==> src/rtl/mem_bus_arbiter.sv <==
// Purpose : two-master (M0 cpu, M1 debug/loader) arbiter in front of a 256x16 RAM and
//           the switch/LED MMIO; round-robin, one transaction in flight at a time.
// Latency : grant is combinational in the request cycle; read data returns one cycle later.
//           Writes sustain one per cycle, reads one per two cycles.
// Backpressure: a master holds cmd/addr/wdata until it sees its gnt pulse; no grants are
//           issued while a read is waiting for its data.
//
// Ports:
//   clk, reset                  clock and synchronous active-high reset
//   mX_cmd/addr/wdata           master requests (01 read, 10 write, 00/11 idle)
//   mX_gnt, mX_rvalid, mX_rdata request accepted pulse, read data pulse and data
//   ram_*                       RAM read/write ports (ram_dout has 1-cycle latency)
//   sw, led                     switch inputs and LED register
module mem_bus_arbiter #(
    parameter logic [8:0] SW_ADDR  = 9'h140,
    parameter logic [8:0] LED_ADDR = 9'h100
) (
    input  logic        clk,
    input  logic        reset,
    input  logic [1:0]  m0_cmd,
    input  logic [8:0]  m0_addr,
    input  logic [15:0] m0_wdata,
    input  logic [1:0]  m1_cmd,
    input  logic [8:0]  m1_addr,
    input  logic [15:0] m1_wdata,
    output logic        m0_gnt,
    output logic        m1_gnt,
    output logic        m0_rvalid,
    output logic        m1_rvalid,
    output logic [15:0] m0_rdata,
    output logic [15:0] m1_rdata,
    output logic [7:0]  ram_read_address,
    output logic [7:0]  ram_write_address,
    output logic        ram_write,
    output logic [15:0] ram_din,
    input  logic [15:0] ram_dout,
    input  logic [7:0]  sw,
    output logic [7:0]  led
);

    localparam logic [1:0] MREAD  = 2'b01;
    localparam logic [1:0] MWRITE = 2'b10;

    typedef enum logic {
        IDLE    = 1'b0,
        RD_WAIT = 1'b1
    } state_t;

    state_t      state_q, state_d;
    logic        prio_q, prio_d;        // master that wins when both request
    logic [7:0]  led_q, led_d;
    logic        rd_id_q, rd_id_d;      // master owning the outstanding read
    logic        rd_ram_q, rd_ram_d;    // outstanding read targets RAM (else MMIO)
    logic [15:0] rd_mmio_q, rd_mmio_d;  // MMIO value captured at grant time

    logic        req0, req1;
    logic        win;
    logic        gnt_any;
    logic [1:0]  w_cmd;
    logic [8:0]  w_addr;
    logic [15:0] w_wdata;
    logic        rv_any;
    logic [15:0] rd_val;

    always_ff @(posedge clk) begin
        if (reset) begin
            state_q   <= IDLE;
            prio_q    <= 1'b0;
            led_q     <= 8'h00;
            rd_id_q   <= 1'b0;
            rd_ram_q  <= 1'b0;
            rd_mmio_q <= 16'h0000;
        end else begin
            state_q   <= state_d;
            prio_q    <= prio_d;
            led_q     <= led_d;
            rd_id_q   <= rd_id_d;
            rd_ram_q  <= rd_ram_d;
            rd_mmio_q <= rd_mmio_d;
        end
    end

    always_comb begin
        state_d   = state_q;
        prio_d    = prio_q;
        led_d     = led_q;
        rd_id_d   = rd_id_q;
        rd_ram_d  = rd_ram_q;
        rd_mmio_d = rd_mmio_q;

        m0_gnt    = 1'b0;
        m1_gnt    = 1'b0;
        ram_write = 1'b0;

        // Reset masks requests so nothing is granted or written in a reset cycle.
        req0 = !reset && (state_q == IDLE) && (m0_cmd == MREAD || m0_cmd == MWRITE);
        req1 = !reset && (state_q == IDLE) && (m1_cmd == MREAD || m1_cmd == MWRITE);

        if (req0 && req1) begin
            win = prio_q;
        end else begin
            win = req1;
        end
        gnt_any = req0 || req1;

        w_cmd   = win ? m1_cmd   : m0_cmd;
        w_addr  = win ? m1_addr  : m0_addr;
        w_wdata = win ? m1_wdata : m0_wdata;

        // RAM ports always follow the current winner's request; only the write
        // enable is qualified, so the addresses never float to X.
        ram_read_address  = w_addr[7:0];
        ram_write_address = w_addr[7:0];
        ram_din           = w_wdata;

        if (gnt_any) begin
            m0_gnt = !win;
            m1_gnt = win;
            prio_d = !win;
            if (w_cmd == MWRITE) begin
                ram_write = !w_addr[8];
                if (w_addr == LED_ADDR) begin
                    led_d = w_wdata[7:0];
                end
            end else begin
                state_d   = RD_WAIT;
                rd_id_d   = win;
                rd_ram_d  = !w_addr[8];
                rd_mmio_d = (w_addr == SW_ADDR) ? {8'h00, sw} : 16'h0000;
            end
        end

        if (state_q == RD_WAIT) begin
            state_d = IDLE;
        end

        // A read pending when reset arrives is dropped: no rvalid in that cycle.
        rv_any    = (state_q == RD_WAIT) && !reset;
        rd_val    = rd_ram_q ? ram_dout : rd_mmio_q;
        m0_rvalid = rv_any && !rd_id_q;
        m1_rvalid = rv_any && rd_id_q;
        m0_rdata  = m0_rvalid ? rd_val : 16'h0000;
        m1_rdata  = m1_rvalid ? rd_val : 16'h0000;
    end

    assign led = led_q;

endmodule

==> config.mk <==
export PLATFORM = sky130hd
export DESIGN_NAME = mem_bus_arbiter
export DESIGN_NICKNAME = d
export VERILOG_FILES = /design/src/rtl/mem_bus_arbiter.sv
export SDC_FILE = /design/constraint.sdc
export NUM_CORES = 1
export LEC_CHECK = 0
export ABC_AREA = 1
export CAP_MARGIN = 20
export CORE_MARGIN = 3
export CORE_UTILIZATION = 33
export DETAILED_ROUTE_END_ITERATION = 6
export PLACE_DENSITY = 0.94
export SYNTH_ARGS = -nofsm -noshare
export SYNTH_HDL_FRONTEND = slang
export SYNTH_SLANG_ARGS = --single-unit
==> constraint.sdc <==
create_clock -name clk -period 2 [get_ports clk]
set_input_delay 0.4 -clock clk [delete_from_list [all_inputs] [get_ports clk]]
set_output_delay 0.4 -clock clk [all_outputs]
set_load 0.05 [all_outputs]
==> results.md, run 1 <==
- Outcome: aborted with a tool error
- Last stage: 5_1_grt
- Err: [ERROR GRT-0232] Routing congestion too high. Check the congestion heatmap in the GUI.
- Synthesized net count: 390
- Die H: between 80 and 90 µm
- Mapped cell area: about 1800 µm²
- GRT worst endpoint: ram_read_address[2]
- TritonCTS Buffers: 3
- Top cell type's share of synthesized area: roughly 22%
- RD Place Congestion: 0.848
- Rows: 26
- Mapped Cells: a little over 300
- Number of enable flip-flop cells after synthesis: 0
- Root buf cell: clkbuf_8
- Main area contributors after synthesis: dfxtp_1 22%, nand2_1 15%, inv_1 14%, nor2_1 5.7%, nand4_1 5.4%
- Register area share after synthesis: 21.7%
- Cts-stage hold buffer count: 0
- Yosys Warn Count: 0
- H-tree depth: 1
- Ports: 157
- Worst-path end type: primary output
- Initial core utilization: about a third
- Global route overflow: between 100 and 150
- I/O Buffers: 156
- Async SR Flop Fraction: 0%
- DIE WIDTH: ~81 µm
- Post-synthesis register bit count: 20
- Clock sinks: 20
- DP Area: ~4700 µm²
- Main synth FF type: dfxtp_1
- Syn avg cell area: 5.95 µm²
- Distinct cells, synth: 25
- Max Root-Sink Buffers: 2
- GRT Total Usage: 71.2%
- Synth area leader: dfxtp_1
- Pin count of the biggest net entering global routing: 21
- Half-perimeter wire length after placement: 7660 µm
-- cell families after synthesis --
kind of cell    share of synthesized area [%]
compound gates                           8.01
buf+inv                                  22.4
flops                                    21.7
mux                                      4.34
simple gates                             43.6
-- per-stage QoR --
stage	util, %	TNS, ns	hold WS, ns	setup WS (ns)	cells
4_1_cts	94.9	0	0.530	0.000125	562
3_5_place_dp	89.6	-26.16	0.517	-0.494	550
3_3_place_gp	89.6	-19.63	0.473	-0.336	550
2_1_floorplan	-	-1.54	0.460	-0.188	310
-- synthesized netlist by cell type (2+ instances only) --
library cell / number
o21ai_0: 18
dfxtp_1: 20
mux2i_1: 8
buf_4: 8
inv_1: 70
nand2_4: 3
buf_2: 2
nor2_1: 28
nor2_4: 3
nand3b_1: 6
a21oi_1: 10
buf_6: 2
nor2_8: 2
nor3_1: 18
nand3_1: 4
nand2_2: 6
nand4_1: 16
clkbuf_1: 7
nand2_1: 73
-- per-layer routing --
layer  overflow  track usage [%]
met3          0             46.2
met1          0             65.2
met2         94             97.0
met4         53             85.8
met5          0                0
-- timing repair --
action,4_1_cts
pin swaps,15
setup endpoints to repair,86
gates cloned,2
buffers inserted,7
endpoints found under the hold margin,0
resized for setup,70
==> inputs of run 2 (changes only) <==
--- a/config.mk
+++ b/config.mk
@@ -8,9 +8,9 @@
 export ABC_AREA = 1
 export CAP_MARGIN = 20
 export CORE_MARGIN = 3
-export CORE_UTILIZATION = 33
+export CORE_UTILIZATION = 30
 export DETAILED_ROUTE_END_ITERATION = 6
-export PLACE_DENSITY = 0.94
+export PLACE_DENSITY_LB_ADDON = 0.15
 export SYNTH_ARGS = -nofsm -noshare
 export SYNTH_HDL_FRONTEND = slang
 export SYNTH_SLANG_ARGS = --single-unit
==> results.md, run 2 <==
- Outcome: finished with violations
- Violated checks: negative setup slack
- DR pass1 iterations: 4
- Global route overflow: 0
- Multi-input gate area: 1570 µm²
- Register area share after synthesis: a little over a fifth
- RD Place Congestion: between 0.8 and 0.9
- CP bufs+invs: 5
- Distinct cells, synth: 25
- Commonest non-fill, non-tap cell in the layout: clkdlybuf4s50_1
- Reg area: 403 µm²
- Residual DRC: 0
- CTS tree: built
- Final WL: 10700 µm
- Critical Path End Type: flop
- Max Root-Sink Buffers: 2
- Fin Clk Skew: 0.0128 ns
- Slew @ Worst Pin: approximately 0.56 ns
- Commonest cells post-synth: 73 x nand2_1, 70 x inv_1, 28 x nor2_1, 20 x dfxtp_1
- Antenna viol nets, final: 0
- Synth area leader: dfxtp_1
- Ports: roughly 160
- Most common cell in the synthesized netlist: nand2_1
- Share of layout cells above drive strength 1: 51.0%
- Main synth FF type: dfxtp_1
- Place WS: -0.459 ns
- Final Cell Area: ~5200 µm²
- Unrepaired setup endpoints after global routing: true
- Vias in the first global route: 2950
- Placed cells: 549
- Lkg Pwr: 2.29 nW
- Final slew viol count: 0
- First-pass GRT wire length: 13600 µm
- Final Hold Fails: 0
- Worst Path Max Fanout: 8
- Core area: about 5700 µm²
- Final net count: 587
- Slowest cell on crit path: dfxtp_2
- Max stage delay on crit path: 0.35 ns
- Fillers: 213
- Mapped cell area: around 1800 µm²
- Clk_lat worst skew: 0.27 ns
- Vias per inst: 5.09
- Clock-pin slew on the worst setup and hold paths: 0.10 ns
- Via Count: between 2000 and 3000
- Crit-path cells: nor2_4, inv_4, nor2_8, buf_6, nand3b_1, nand2_4, buf_4, nand2_2, nor2_4, buf_12, nand3_4, nand2_1, inv_1, nor2_1
- DP Area: 4680 µm²
- Pin count of the biggest net entering global routing: 21
- Finish-stage setup viols: 37
- Synthesized net count: 390
- Top delay family on crit path: simple AND/OR/NAND/NOR gates
- PD cells: 474 nW/µm²
- Per-cell routed wire length: 18.5 µm
- Most frequent CP cell: nor2_4
- Peak supply drop: roughly 0.48 mV
- Die H: 84.4 µm
- Rows: 27
- I/O Buffers: 156
- PnR worst setup slack: -0.180 ns
- Commonest cells after routing, fill and taps aside: 82 x clkdlybuf4s50_1, 76 x buf_12, 48 x inv_1
- Root buf cell: clkbuf_8
- Highest Clock Rate: 0.459 GHz
- Tmin final: roughly 2.2 ns
- Yosys Warn Count: 0
- P&R area growth vs syn: 184%
- DIE WIDTH: 84.4 µm
- Top cell type's share of synthesized area: 21.7%
- Async SR Flop Fraction: 0%
- Setup CP Type: reg2reg
- Main area contributors after synthesis: dfxtp_1 22%, nand2_1 15%, inv_1 14%, nor2_1 5.7%, nand4_1 5.4%
- H-tree depth: 1
- Worst hold path type: reg2reg
- Number of enable flip-flop cells after synthesis: 0
- DRT iter0 DRCs: 124
- WP data required: around 2.2 ns
- Die area: 7120 µm²
- Max_cap viols: 0
- Mapped Cells: 310
- Hold slack: approximately 0.5 ns
- Fin crit share: 109%
- Relative slew slack: around 62%
- Diode count: 0
- Worst setup SP type: flop
- Post-synthesis register bit count: 20
- GRT Total Usage: 23.3%
- Cts-stage hold buffer count: 0
- Initial antenna violation count: 1
- Crit path DAT: approximately 2.4 ns
- Half-perimeter wire length after placement: 6340 µm
- Initial core utilization: 32.3%
- Layout Cells excl Fill: 578
- TritonCTS Buffers: 3
- Clock sinks: 20
- Syn avg cell area: 5.95 µm²
run 2: cell counts after synthesis:
Identical to the previous run, type by type.
run 2: report_power, final:
group	switching, mW	internal, mW
Clock	0.166	0.268
Combinational	0.866	0.742
Sequential	0.0167	0.426
run 2: repair_timing:
| item | CTS | global route |
|---|---|---|
| setup endpoints to repair | 85 | 55 |
| pin swaps | 16 | 12 |
| gates cloned | 3 | 3 |
| resized for setup | 61 | 35 |
| setup buffers | 8 | 11 |
run 2: cells by family after synthesis:
kind of cell,share of synthesized area (%)
AND/OR/NAND/NOR,43.6
flip-flops,21.7
multiplexers,4.34
AO/OA/AOI/OAI,8.01
buffers and inverters,22.4
run 2: worst register-to-register path, cell delays in order (launching register included):
cell	delay (ns)
dfxtp_2	0.35
nor2_4	0.13
inv_4	0.07
nor2_8	0.16
buf_6	0.16
nand3b_1	0.14
nand2_4	0.11
buf_4	0.11
nand2_2	0.06
nor2_4	0.19
buf_12	0.15
nand3_4	0.12
nand2_1	0.10
inv_1	0.04
nor2_1	0.22
run 2: path summary, 6_finish.rpt:
kind         depth (start not counted)                 start  slack, ns              endpoint
max                                 14    state_q$_SDFF_PP0_      -0.18   led[4]$_SDFFE_PP0P_
min                                  2  rd_id_q$_SDFFE_PP0P_       0.50  rd_id_q$_SDFFE_PP0P_
max reg2reg                         14    state_q$_SDFF_PP0_      -0.18   led[4]$_SDFFE_PP0P_
min reg2reg                          2  rd_id_q$_SDFFE_PP0P_       0.50  rd_id_q$_SDFFE_PP0P_
run 2: metal layers:
| layer | vias up | GRT usage (%) | part of all wire [%] |
|---|---|---|---|
| li1 | 1348 | - | - |
| met1 | 1365 | 23.4 | 35 |
| met2 | 178 | 45.2 | 52 |
| met3 | 47 | 6.38 | 7.8 |
| met4 | 2 | 8.49 | 5.2 |
| met5 | - | 0 | 0.13 |
run 2: final cells by class:
cell class,count,share of cell area [%]
multi-input cells,199,29.9
clock buffers,3,0.787
well taps,72,1.72
flip-flops and latches,20,7.68
inverters,71,5.49
repair buffers,212,53.9
clock inverters,1,0.572
run 2: stage by stage:
step | utilization (%) | power, mW | TNS (ns)
after global routing | 91.9 | 2.57 | -5.45
final | 91.9 | 2.48 | -1.83
after CTS | 87.0 | 2.32 | -0.0356
after floorplan | - | 1.18 | -1.54
after global placement | 81.9 | 1.81 | -20.96
after detailed placement | 81.9 | 1.83 | -24.87
Power figures use the tool's default switching activity.
==> inputs of run 3 (changes only) <==
--- a/config.mk
+++ b/config.mk
@@ -11,6 +11,7 @@
 export CORE_UTILIZATION = 30
 export DETAILED_ROUTE_END_ITERATION = 6
 export PLACE_DENSITY_LB_ADDON = 0.15
+export SLEW_MARGIN = 10
 export SYNTH_ARGS = -nofsm -noshare
 export SYNTH_HDL_FRONTEND = slang
 export SYNTH_SLANG_ARGS = --single-unit
==> results of run 3 <==
Final layout, timing and power as in run 2 (identical DEF).
